[src/rtl/fetch.sv]
// fetch: Y86-64 sequential fetch stage; combinational field split and next-PC,
// plus a sticky halt flag set when a valid halt instruction is clocked.
module fetch #(
  parameter logic [63:0] MEM_SIZE = 64'd65536
) (
  input  logic        clk,
  input  logic        reset,
  input  logic [63:0] PC,
  input  logic [0:79] instruction,
  output logic [3:0]  icode,
  output logic [3:0]  ifun,
  output logic [3:0]  rA,
  output logic [3:0]  rB,
  output logic [63:0] valC,
  output logic [63:0] valP,
  output logic        valid_memory,
  output logic        valid_instruction,
  output logic        halted
);
  logic       has_reg;
  logic       has_c9;
  logic       has_c8;
  logic       bad_enc;
  logic [3:0] len;
  always_comb begin
    icode             = instruction[0:3];
    ifun              = instruction[4:7];
    has_reg           = icode == 4'h2 || (icode >= 4'h3 && icode <= 4'h6) || icode == 4'hA || icode == 4'hB;
    has_c9            = icode >= 4'h3 && icode <= 4'h5;
    has_c8            = icode == 4'h7 || icode == 4'h8;
    bad_enc           = icode > 4'hB || ((icode == 4'h2 || icode == 4'h7) && ifun > 4'h6) || (icode == 4'h6 && ifun > 4'h3);
    rA                = has_reg ? instruction[8:11] : 4'hF;
    rB                = has_reg ? instruction[12:15] : 4'hF;
    valC              = has_c9 ? instruction[16:79] : has_c8 ? instruction[8:71] : 64'd0;
    len               = has_c9 ? 4'd10 : has_c8 ? 4'd9 : has_reg ? 4'd2 : 4'd1;
    valid_memory      = PC < MEM_SIZE;
    valid_instruction = valid_memory && !bad_enc;
    valP              = (!valid_instruction || icode == 4'h0 || halted) ? PC : PC + {60'd0, len};
  end
  always_ff @(posedge clk or posedge reset)
    if (reset) halted <= 1'b0;
    else if (icode == 4'h0 && valid_instruction) halted <= 1'b1;
endmodule

[config.mk]
export PLATFORM = sky130hd
export DESIGN_NAME = fetch
export DESIGN_NICKNAME = d
export VERILOG_FILES = /design/src/rtl/fetch.sv
export SDC_FILE = /design/constraint.sdc
export NUM_CORES = 1
export LEC_CHECK = 0
export ABC_CLOCK_PERIOD_IN_PS = 4800
export BUFFER_PORTS_ARGS = -buffer_cell sky130_fd_sc_hd__buf_4
export CAP_MARGIN = 15
export CORE_AREA = 5 5 110 112
export CTS_CLUSTER_DIAMETER = 60
export DETAILED_ROUTE_END_ITERATION = 10
export DIE_AREA = 0 0 115 117
export PLACE_DENSITY = 0.58
export SLEW_MARGIN = 0
export SYNTH_ARGS = -nofsm -noshare
export SYNTH_HDL_FRONTEND = slang
export SYNTH_SLANG_ARGS = --single-unit
[constraint.sdc]
create_clock -name clk -period 4.8 [get_ports clk]
set_input_delay 0.48 -clock clk [delete_from_list [all_inputs] [get_ports clk]]
set_output_delay 0.48 -clock clk [all_outputs]
set_load 0.02 [all_outputs]
==> results of run 1 <==
==> cell type report <==
type	count	area, µm²	share of cell area
inverter	5	20.0	0.00534
multi-input combinational	165	1320	0.352
sequential	1	25.0	0.00667
tap	143	179	0.0477
timing repair buffer	294	2210	0.588
==> metrics by stage <==
stage | cell area, µm² | cells | power [mW]
final | 3750 | 608 | 0.438
after global routing | 3750 | 608 | 0.464
after CTS | 3750 | 608 | 0.440
after detailed placement | 3750 | 608 | 0.438
after global placement | 3750 | 608 | 0.437
after floorplan | 1670 | 244 | 0.210
==> worst max-delay path, delay by kind of cell <==
family | cells | cell delay (ps)
xor gates and xnor gates | 1 | 180
and+or+nand+nor | 2 | 180
AOI/OAI and AO/OA | 4 | 1400
buffers and inverters | 3 | 530
adders and majority gates | 1 | 310
==> per-layer routing <==
metal | wire length [µm] | vias up | track usage
met3 | 677 | 6 | 0.0154
met4 | 92 | 0 | 0.0110
met1 | 4850 | 1309 | 0.207
li1 | - | 1336 | -
met2 | 5590 | 99 | 0.227
met5 | 0 | - | 0
==> cell families (layout without fill, tap and decap cells) <==
group | Yosys count | after routing | share of synthesized area
AOI/OAI and AO/OA | 81 | 81 | 0.409
xor gates and xnor gates | 14 | 14 | 0.0735
adders and majority gates | 4 | 4 | 0.0345
buffers and inverters | 78 | 299 | 0.207
DFF | 1 | 1 | 0.0150
muxes | 3 | 3 | 0.0247
and+or+nand+nor | 63 | 63 | 0.236
==> Yosys cell counts (2+ instances only) <==
cell / n
mux2_4: 2
inv_1: 3
or2_1: 2
nand2_1: 7
nor4_2: 5
nor2_1: 6
buf_6: 2
a21oi_1: 5
buf_4: 8
a22o_1: 64
nor4_1: 12
xnor2_1: 9
xor2_1: 5
nand4_1: 11
clkbuf_1: 57
ha_1: 3
and3_1: 4
nor3_1: 2
a31oi_1: 3
or2_2: 8
buf_2: 5
==> final timing paths <==
kind,from,end,slack [ps],depth (start not counted)
setup / recovery,instruction[0],valP[5],1240,11
hold / removal,reset,halted$_DFFE_PP0P_,330,2
setup reg to reg,halted$_DFFE_PP0P_,halted$_DFFE_PP0P_,3670,2
hold reg to reg,halted$_DFFE_PP0P_,halted$_DFFE_PP0P_,700,2
max in group asynchronous,reset,halted$_DFFE_PP0P_,4380,2
min in group clk,halted$_DFFE_PP0P_,halted$_DFFE_PP0P_,700,2
==> cell usage in the layout (no fill, tap or decap), drive strengths merged <==
| cell type | n |
|---|---|
| buf | 294 |
| a22o | 64 |
| nor4 | 17 |
| nand4 | 11 |
| or2 | 10 |
| xnor2 | 9 |
| nand2 | 7 |
| nor2 | 6 |
| a21oi | 5 |
| xor2 | 5 |
| and3 | 4 |
| inv | 4 |
| a31oi | 3 |
| ha | 3 |
| mux2 | 3 |
| nor3 | 2 |
| nand3 | 2 |
| o21ai | 1 |
| a211o | 1 |
| o311a | 1 |
| or3 | 1 |
| clkinv | 1 |
| o21bai | 1 |
| o311ai | 1 |
| a211oi | 1 |
| and2 | 1 |
| a31o | 1 |
| o211ai | 1 |
| nor2b | 1 |
| nand3b | 1 |
| o31ai | 1 |
| fa | 1 |
| dfrtp | 1 |
==> power groups by stage <==
stage          Sequential [mW]  Combinational [mW]  Clock, mW
2_1_floorplan          0.00858               0.201          0
3_3_place_gp           0.00858               0.428          0
3_5_place_dp           0.00858               0.430          0
4_1_cts                0.00858               0.431          0
5_1_grt                0.00858               0.455          0
6_report               0.00858               0.430          0
==> flow_metrics.tcl, run 1 <==
set metrics [dict create \
    drtIter0Drc 161 \
    arrival_ps 3080 \
    worstPathMaxFanout 10 \
    leakage_nw 1.94 \
    period_share 0.742 \
    post-cts-setup-buffers 0 \
    netlist.area_leader.share 0.336 \
    rows 39 \
    core_area_um2 11100 \
    track_usage 0.140 \
    ys_warn_count 0 \
    drcViolationCount 0 \
    globalplace.congestion 0.844 \
    status "finished clean" \
    end_kind "output pin" \
    nNetsFinal 617 \
    max-slew-margin-rel 0.421 \
    crit_chain "buf_4 > a21oi_1 > o21bai_1 > inv_1 > ha_1 > a21oi_1 > nor2_1 > o211ai_1 > nor3_1 > xor2_1 > buf_4" \
    crit_required_ps 4320 \
    antenna_cells 0 \
    maxCapViolCount 0 \
    p_sw_frac 0.504 \
    antenna_found_initial 0 \
    syn_avg_cell_area_um2 6.84 \
    worst-setup-path-type "in -> out" \
    grt_pass1_vias 2614 \
    drive_gt1_frac 0.680 \
    io_pins 293 \
    worst_setup_path_start_kind "input port" \
    largest_reg_flops 1 \
    power_switching_mw 0.221 \
    hold_class "in -> async" \
    synth_edf_count 0 \
    synth_area_um2 1670 \
    ys_seq_area_frac 0.0150 \
    synth_seq_cells 1 \
    cp_slowest_cell "o211ai_1" \
    first_pass_iters 4 \
    worst_slack_ps 1240 \
    slew_violations 0 \
    port_buffers 292 \
    hold_ws_ps 325 \
    p_int_mw 0.217 \
    final_antenna_net_count 0 \
    cts_resized 0 \
    grt_max_degree 65 \
    path_clk_slew_ps 0 \
    pwr-share-seq 0.020 \
    via_count 2750 \
    max_freq_ghz 0.281 \
    grt.overflow.total 0 \
    top_register "halted" \
    synth_nets 394 \
    skew_ps 0 \
    tightest_slew_ps 867 \
    dieArea_um2 13500 \
    wl_mm 11.2 \
    hold_violations 0 \
    ir_drop_uv 58.6 \
    syn2layout_area_growth_pct 125 \
    place_worst_setup_slack_ps 1240 \
    ctsHoldBuffers 0 \
    yosys.area.top_type "a22o_1" \
    power_frac_comb 0.980 \
    top_regs "halted (1)" \
    synthDistinctLibCells 42 \
    max_stage_delay_ps 640 \
    nFillCells 1207 \
    ys.flop_type "dfrtp_1" \
    post-dp-hpwl_mm 9.89 \
    async_reset_ff_frac 1.00 \
    p_per_area_nw_per_um2 117 \
    avgViaCountPerCell 4.52 \
    insertion_delay_ps 0 \
    final_util 0.337 \
    synthCells 244 \
    fin_setup_tns_ps 0 \
    setup_violations 0 \
    p_clk_frac 0 \
    start_util 0.150 \
    netlist_top_cells_area "a22o_1, clkbuf_1, xnor2_1" \
    dieHeight_um 117 \
    routedWlPerCell_um 18.4 \
    rsz0062_at_grt "no" \
    grt_pass1_wl_mm 15.1 \
    layout_min_cycle_time_ps 3560 \
    fp.dieW_um 115 \
]
(Power assumes the default switching activity.)
==> run 2, diff against run 1 <==
==> config.mk (replaced) <==
export PLATFORM = sky130hd
export DESIGN_NAME = fetch
export DESIGN_NICKNAME = d
export VERILOG_FILES = /design/src/rtl/fetch.sv
export SDC_FILE = /design/constraint.sdc
export NUM_CORES = 1
export LEC_CHECK = 0
export ABC_AREA = 1
export ABC_CLOCK_PERIOD_IN_PS = 3300
export BUFFER_PORTS_ARGS = -buffer_cell sky130_fd_sc_hd__buf_4
export CAP_MARGIN = 15
export CORE_AREA = 5 5 111 113
export CTS_CLUSTER_DIAMETER = 60
export DETAILED_ROUTE_END_ITERATION = 10
export DIE_AREA = 0 0 116 118
export PLACE_DENSITY = 0.62
export SLEW_MARGIN = 0
export SYNTH_ARGS = -nofsm -noshare
export SYNTH_HDL_FRONTEND = slang
export SYNTH_SLANG_ARGS = --single-unit
==> constraint.sdc (replaced) <==
create_clock -name clk -period 3.3 [get_ports clk]
set_input_delay 0.33 -clock clk [delete_from_list [all_inputs] [get_ports clk]]
set_output_delay 0.33 -clock clk [all_outputs]
set_load 0.02 [all_outputs]
==> run 2 against run 1 <==
Wire length increased by 6.2%. Register-to-register slack lost 1500 ps. Largest power group unchanged. Power increased by 49%. Highest routed layer unchanged. Worst setup slack got worse by 660 ps. Design area is 13% higher. Synthesized cell count is 84% higher.
==> flow_metrics.tcl, run 2 <==
set metrics [dict create \
    status "finished clean" \
    netlist.area_leader.share 0.184 \
    fin_setup_tns_ps 0 \
    crit_family "simple AND/OR/NAND/NOR gates" \
    antenna_found_initial 0 \
    ir_drop_uv 78.6 \
    path_clk_slew_ps 0 \
    rows 39 \
    grt_pass1_wl_mm 16.9 \
    synthDistinctLibCells 31 \
    cts_resized 0 \
    p_int_mw 0.309 \
    layout_commonest_cell "buf_4" \
    worst_setup_path_start_kind "input port" \
    nFillCells 1257 \
    period_share 0.826 \
    total_power_mw 0.655 \
    post-cts-setup-buffers 0 \
    finalInstanceArea_um2 4230 \
    netlist_top_cells_area "o22ai_1, nand2_1, inv_1" \
    worst-setup-path-type "in -> out" \
    syn2layout_area_growth_pct 94.1 \
    antenna_cells 0 \
    place_worst_setup_slack_ps 501 \
    leakage_nw 2.51 \
    worst_slack_ps 575 \
    ys_seq_area_frac 0.0115 \
    p_clk_frac 0 \
    hold_ws_ps 177 \
    grt.overflow.total 0 \
    grt_pass1_vias 3040 \
    end_kind "output pin" \
    top_regs "halted (1)" \
    worstPathMaxFanout 4 \
    post-dp-hpwl_mm 10.2 \
    max_freq_ghz 0.367 \
    ctsHoldBuffers 0 \
    crit_required_ps 2970 \
    final_util 0.377 \
    first_pass_iters 4 \
    power_frac_comb 0.981 \
    ys.flop_type "dfrtp_1" \
    core_area_um2 11200 \
    drtIter0Drc 211 \
    fp.dieW_um 116 \
    tightest_slew_ps 690 \
    via_count 3459 \
    ys_warn_count 0 \
    crit_chain "buf_4 > inv_2 > nor2_2 > a22oi_1 > clkinv_1 > fa_1 > nand3_1 > nand2_1 > nand2_1 > nor2_1 > nand2_1 > nand2_1 > nand4_1 > nand2_1 > buf_4" \
    top_register "halted" \
    cp_slowest_cell "fa_1" \
    max-slew-margin-rel 0.539 \
    maxCapViolCount 0 \
    synth_area_um2 2180 \
    routedWlPerCell_um 14.7 \
    start_util 0.194 \
    hold_violations 0 \
    yosysMostFrequentCell "nand2_1" \
    pwr-share-seq 0.019 \
    synth_edf_count 0 \
    globalplace.congestion 0.850 \
    synth_nets 598 \
    power_switching_mw 0.345 \
    insertion_delay_ps 0 \
    avgViaCountPerCell 4.26 \
    final_antenna_net_count 0 \
    port_buffers 292 \
    cp_common_cell "nand2_1" \
    p_sw_frac 0.527 \
    path_buf_inv 4 \
    synthCells 448 \
    grt_max_degree 65 \
    stdcell_count 812 \
    slew_violations 0 \
    io_pins 293 \
    dpl_cell_area_um2 4230 \
    drive_gt1_frac 0.471 \
    dieHeight_um 118 \
    largest_reg_flops 1 \
    hold_class "in -> async" \
    track_usage 0.150 \
    arrival_ps 2390 \
    skew_ps 0 \
    async_reset_ff_frac 1.00 \
    layout_min_cycle_time_ps 2720 \
    syn_avg_cell_area_um2 4.87 \
    synth_seq_cells 1 \
    wl_mm 11.9 \
    rsz0062_at_grt "no" \
    dieArea_um2 13700 \
    placed_cells_incl_taps 812 \
    p_per_area_nw_per_um2 155 \
    yosys.area.top_type "o22ai_1" \
    yosys-top-cells-count "nand2_1, inv_1, o22ai_1" \
    max_stage_delay_ps 480 \
    drcViolationCount 0 \
    final_cell_mix "buf_4, nand2_1, inv_1" \
    setup_violations 0 \
    nNetsFinal 821 \
]
==> run 2: cell count changes after synthesis, sizes merged, moves of 10 or more <==
cell    previous run  this run
nand2              7       109
nor2               6        49
o22ai              0        64
clkbuf            57        47
nand3              2        14
buf               16        27
a22o              64         0
nor4              17         1
inv                4        95
==> run 2: kinds of logic after synthesis <==
kind of cell | count (synthesis) | synth area share
XOR/XNOR | 7 | 0.0281
AND/OR/NAND/NOR | 194 | 0.396
AO/OA/AOI/OAI | 72 | 0.207
adder cells (fa/ha/maj) | 4 | 0.0264
flip-flops | 1 | 0.0115
buffers and inverters | 170 | 0.330
==> run 2: per-layer routing <==
metal  up-vias  track usage  wire length, µm
met5         -            0                0
met4         0       0.0181              149
met3        12       0.0159              732
met2       114        0.265             6070
met1      1501        0.200             4950
li1       1832            -                -
==> run 2: worst paths after layout <==
kind	startpoint	to	slack (ps)	depth (start not counted)
worst max-delay path	instruction[1]	valP[12]	580	15
worst min-delay path	reset	halted$_DFFE_PP0P_	180	2
worst max register to register	halted$_DFFE_PP0P_	halted$_DFFE_PP0P_	2120	2
worst min register to register	halted$_DFFE_PP0P_	halted$_DFFE_PP0P_	840	2
max in group asynchronous	reset	halted$_DFFE_PP0P_	3030	2
min in group clk	halted$_DFFE_PP0P_	halted	790	1
==> run 2: layout make-up <==
cell class	count	area, µm²	area share
Inverter	96	360	0.0851
Multi-Input combinational cell	277	1460	0.344
Sequential cell	1	25.0	0.00591
Tap cell	143	179	0.0423
Timing Repair Buffer	295	2210	0.523
==> run 2: power by group through the flow <==
| stage | logic, mW | clock network (mW) | registers [mW] |
|---|---|---|---|
| 2_1_floorplan | 0.320 | 0 | 0.0125 |
| 3_3_place_gp | 0.645 | 0 | 0.0125 |
| 3_5_place_dp | 0.644 | 0 | 0.0125 |
| 4_1_cts | 0.647 | 0 | 0.0125 |
| 5_1_grt | 0.687 | 0 | 0.0125 |
| 6_report | 0.642 | 0 | 0.0125 |
==> run 3, diff against run 2 <==
--- a/config.mk
+++ b/config.mk
@@ -6,7 +6,7 @@
 export NUM_CORES = 1
 export LEC_CHECK = 0
 export ABC_AREA = 1
-export ABC_CLOCK_PERIOD_IN_PS = 3300
+export ABC_CLOCK_PERIOD_IN_PS = 2800
 export BUFFER_PORTS_ARGS = -buffer_cell sky130_fd_sc_hd__buf_4
 export CAP_MARGIN = 15
 export CORE_AREA = 5 5 111 113
==> constraint.sdc (replaced) <==
create_clock -name clk -period 2.8 [get_ports clk]
set_input_delay 0.28 -clock clk [delete_from_list [all_inputs] [get_ports clk]]
set_output_delay 0.28 -clock clk [all_outputs]
set_load 0.02 [all_outputs]
==> run 3 against run 2 <==
Sequential power is 18% higher. Register-to-register slack worse by 200 ps. Sequential share of layout area hardly changed. Via count is 0.29% lower. First-iteration DRC count is 7.1% lower. Wire length is 0.59% higher. Combinational power is 18% higher. Worst setup slack worse by 370 ps. Largest cell class unchanged.
==> flow_metrics.tcl, run 3 (same netlist as run 2, synthesis figures left out) <==
set metrics [dict create \
    placed_cells_incl_taps 814 \
    worst_setup_path_start_kind "input port" \
    top_register "halted" \
    avgViaCountPerCell 4.24 \
    routedWlPerCell_um 14.7 \
    grt.overflow.total 0 \
    insertion_delay_ps 0 \
    max_freq_ghz 0.386 \
    wl_met2_mm 6.12 \
    tightest_slew_ps 652 \
    antenna_cells 0 \
    end_kind "output pin" \
    syn2layout_area_growth_pct 95.1 \
    path_clk_slew_ps 0 \
    layout_commonest_cell "buf_4" \
    port_buffers 292 \
    drive_gt1_frac 0.474 \
    dr_wl_met3_um 804 \
    rows 39 \
    ctsHoldBuffers 0 \
    place_worst_setup_slack_ps 157 \
    via_count 3449 \
    status "finished clean" \
    hold_class "in -> async" \
    slew_violations 0 \
    post-dp-hpwl_mm 10.4 \
    dieArea_um2 13700 \
    worst_slack_ps 208 \
    hold_violations 0 \
    globalplace.congestion 0.906 \
    path_buf_inv 4 \
    crit_family "simple AND/OR/NAND/NOR gates" \
    final_util 0.379 \
    stdcell_count 814 \
    max_stage_delay_ps 380 \
    ir_drop_uv 86.3 \
    p_per_area_nw_per_um2 182 \
    nFillCells 1277 \
    crit_required_ps 2520 \
    first_pass_iters 4 \
    track_usage 0.154 \
    crit_chain "buf_4 > nand2_1 > inv_2 > nand2_1 > inv_1 > a31oi_4 > nand2_1 > ha_1 > nand3_1 > nand2_1 > nand2_1 > nor2_1 > nand2_1 > nand2_1 > nand4_1 > nand2_1 > buf_4" \
    fp.dieW_um 116 \
    top_regs "halted (1)" \
    skew_ps 0 \
    layout_min_cycle_time_ps 2590 \
    drtIter0Drc 196 \
    wl_met1_mm 4.94 \
    grt_max_degree 65 \
    cp_common_cell "nand2_1" \
    critical_path_depth 17 \
    grt_pass1_vias 3142 \
    topRoutingLayerUsed "met4" \
    dieHeight_um 118 \
    rr_worst_depth 3 \
    arrival_ps 2310 \
    start_util 0.194 \
    total_power_mw 0.773 \
    grt_pass1_wl_mm 17.3 \
    leakage_nw 2.52 \
    wl_mm 12.0 \
    max-slew-margin-rel 0.565 \
    hold_ws_ps 129 \
    worst-setup-path-type "in -> out" \
    largest_reg_flops 1 \
    cp_slowest_cell "ha_1" \
    nNetsFinal 823 \
    maxCapViolCount 0 \
    period_share 0.926 \
    worstPathMaxFanout 5 \
    final_cell_mix "buf_4, nand2_1, inv_1" \
    setup_violations 0 \
    io_pins 293 \
    antenna_found_initial 0 \
    final_antenna_net_count 0 \
    core_area_um2 11200 \
    drcViolationCount 0 \
]
## run 3: cell count changes in the layout (fill, tap and decap cells not counted), sizes merged
cell,delta
buf,+2
## run 3: final cells by class
type | instances | area, µm² | share of cell area
Inverter | 96 | 360 | 0.0847
Multi-Input combinational cell | 277 | 1460 | 0.343
Sequential cell | 1 | 25.0 | 0.00588
Tap cell | 143 | 179 | 0.0421
Timing Repair Buffer | 297 | 2230 | 0.524
## run 3: through the flow
step / TNS [ps] / cell area, µm²
floorplan: 0 / 2180
global placement: 0 / 4250
detailed placement: 0 / 4250
CTS: 0 / 4250
global route: -0.605 / 4250
finish: 0 / 4250
## run 3: where the power goes
group | leakage, nW | switching (mW) | internal, mW
sequential | 0.00875 | 0 | 0.0147
combinational | 2.51 | 0.408 | 0.351
clock | 0 | 0 | 0
## run 3: metal layers
metal / GRT usage / vias to the layer above
met4: 0.0131 / 0
li1: - / 1825
met2: 0.275 / 104
met5: 0 / -
met1: 0.201 / 1512
met3: 0.0211 / 8
## run 3: final timing paths
path	from	to	slack, ps
max	instruction[2]	valP[12]	210
min	reset	halted$_DFFE_PP0P_	130
max reg2reg	halted$_DFFE_PP0P_	halted$_DFFE_PP0P_	1920
min reg2reg	halted$_DFFE_PP0P_	halted$_DFFE_PP0P_	690
max in group asynchronous	reset	halted$_DFFE_PP0P_	2580
min in group clk	halted$_DFFE_PP0P_	halted$_DFFE_PP0P_	690
## run 3: repair_timing
action / in CTS / in global routing
setup buffers: 0 / 0
gates resized for setup: 0 / 1
endpoints found under the setup margin: 0 / 8
## run 3: worst register-to-register path, stage by stage (launching register included)
cell     delay, ps
dfrtp_1        350
inv_1           50
buf_4          220
o21ai_0        120
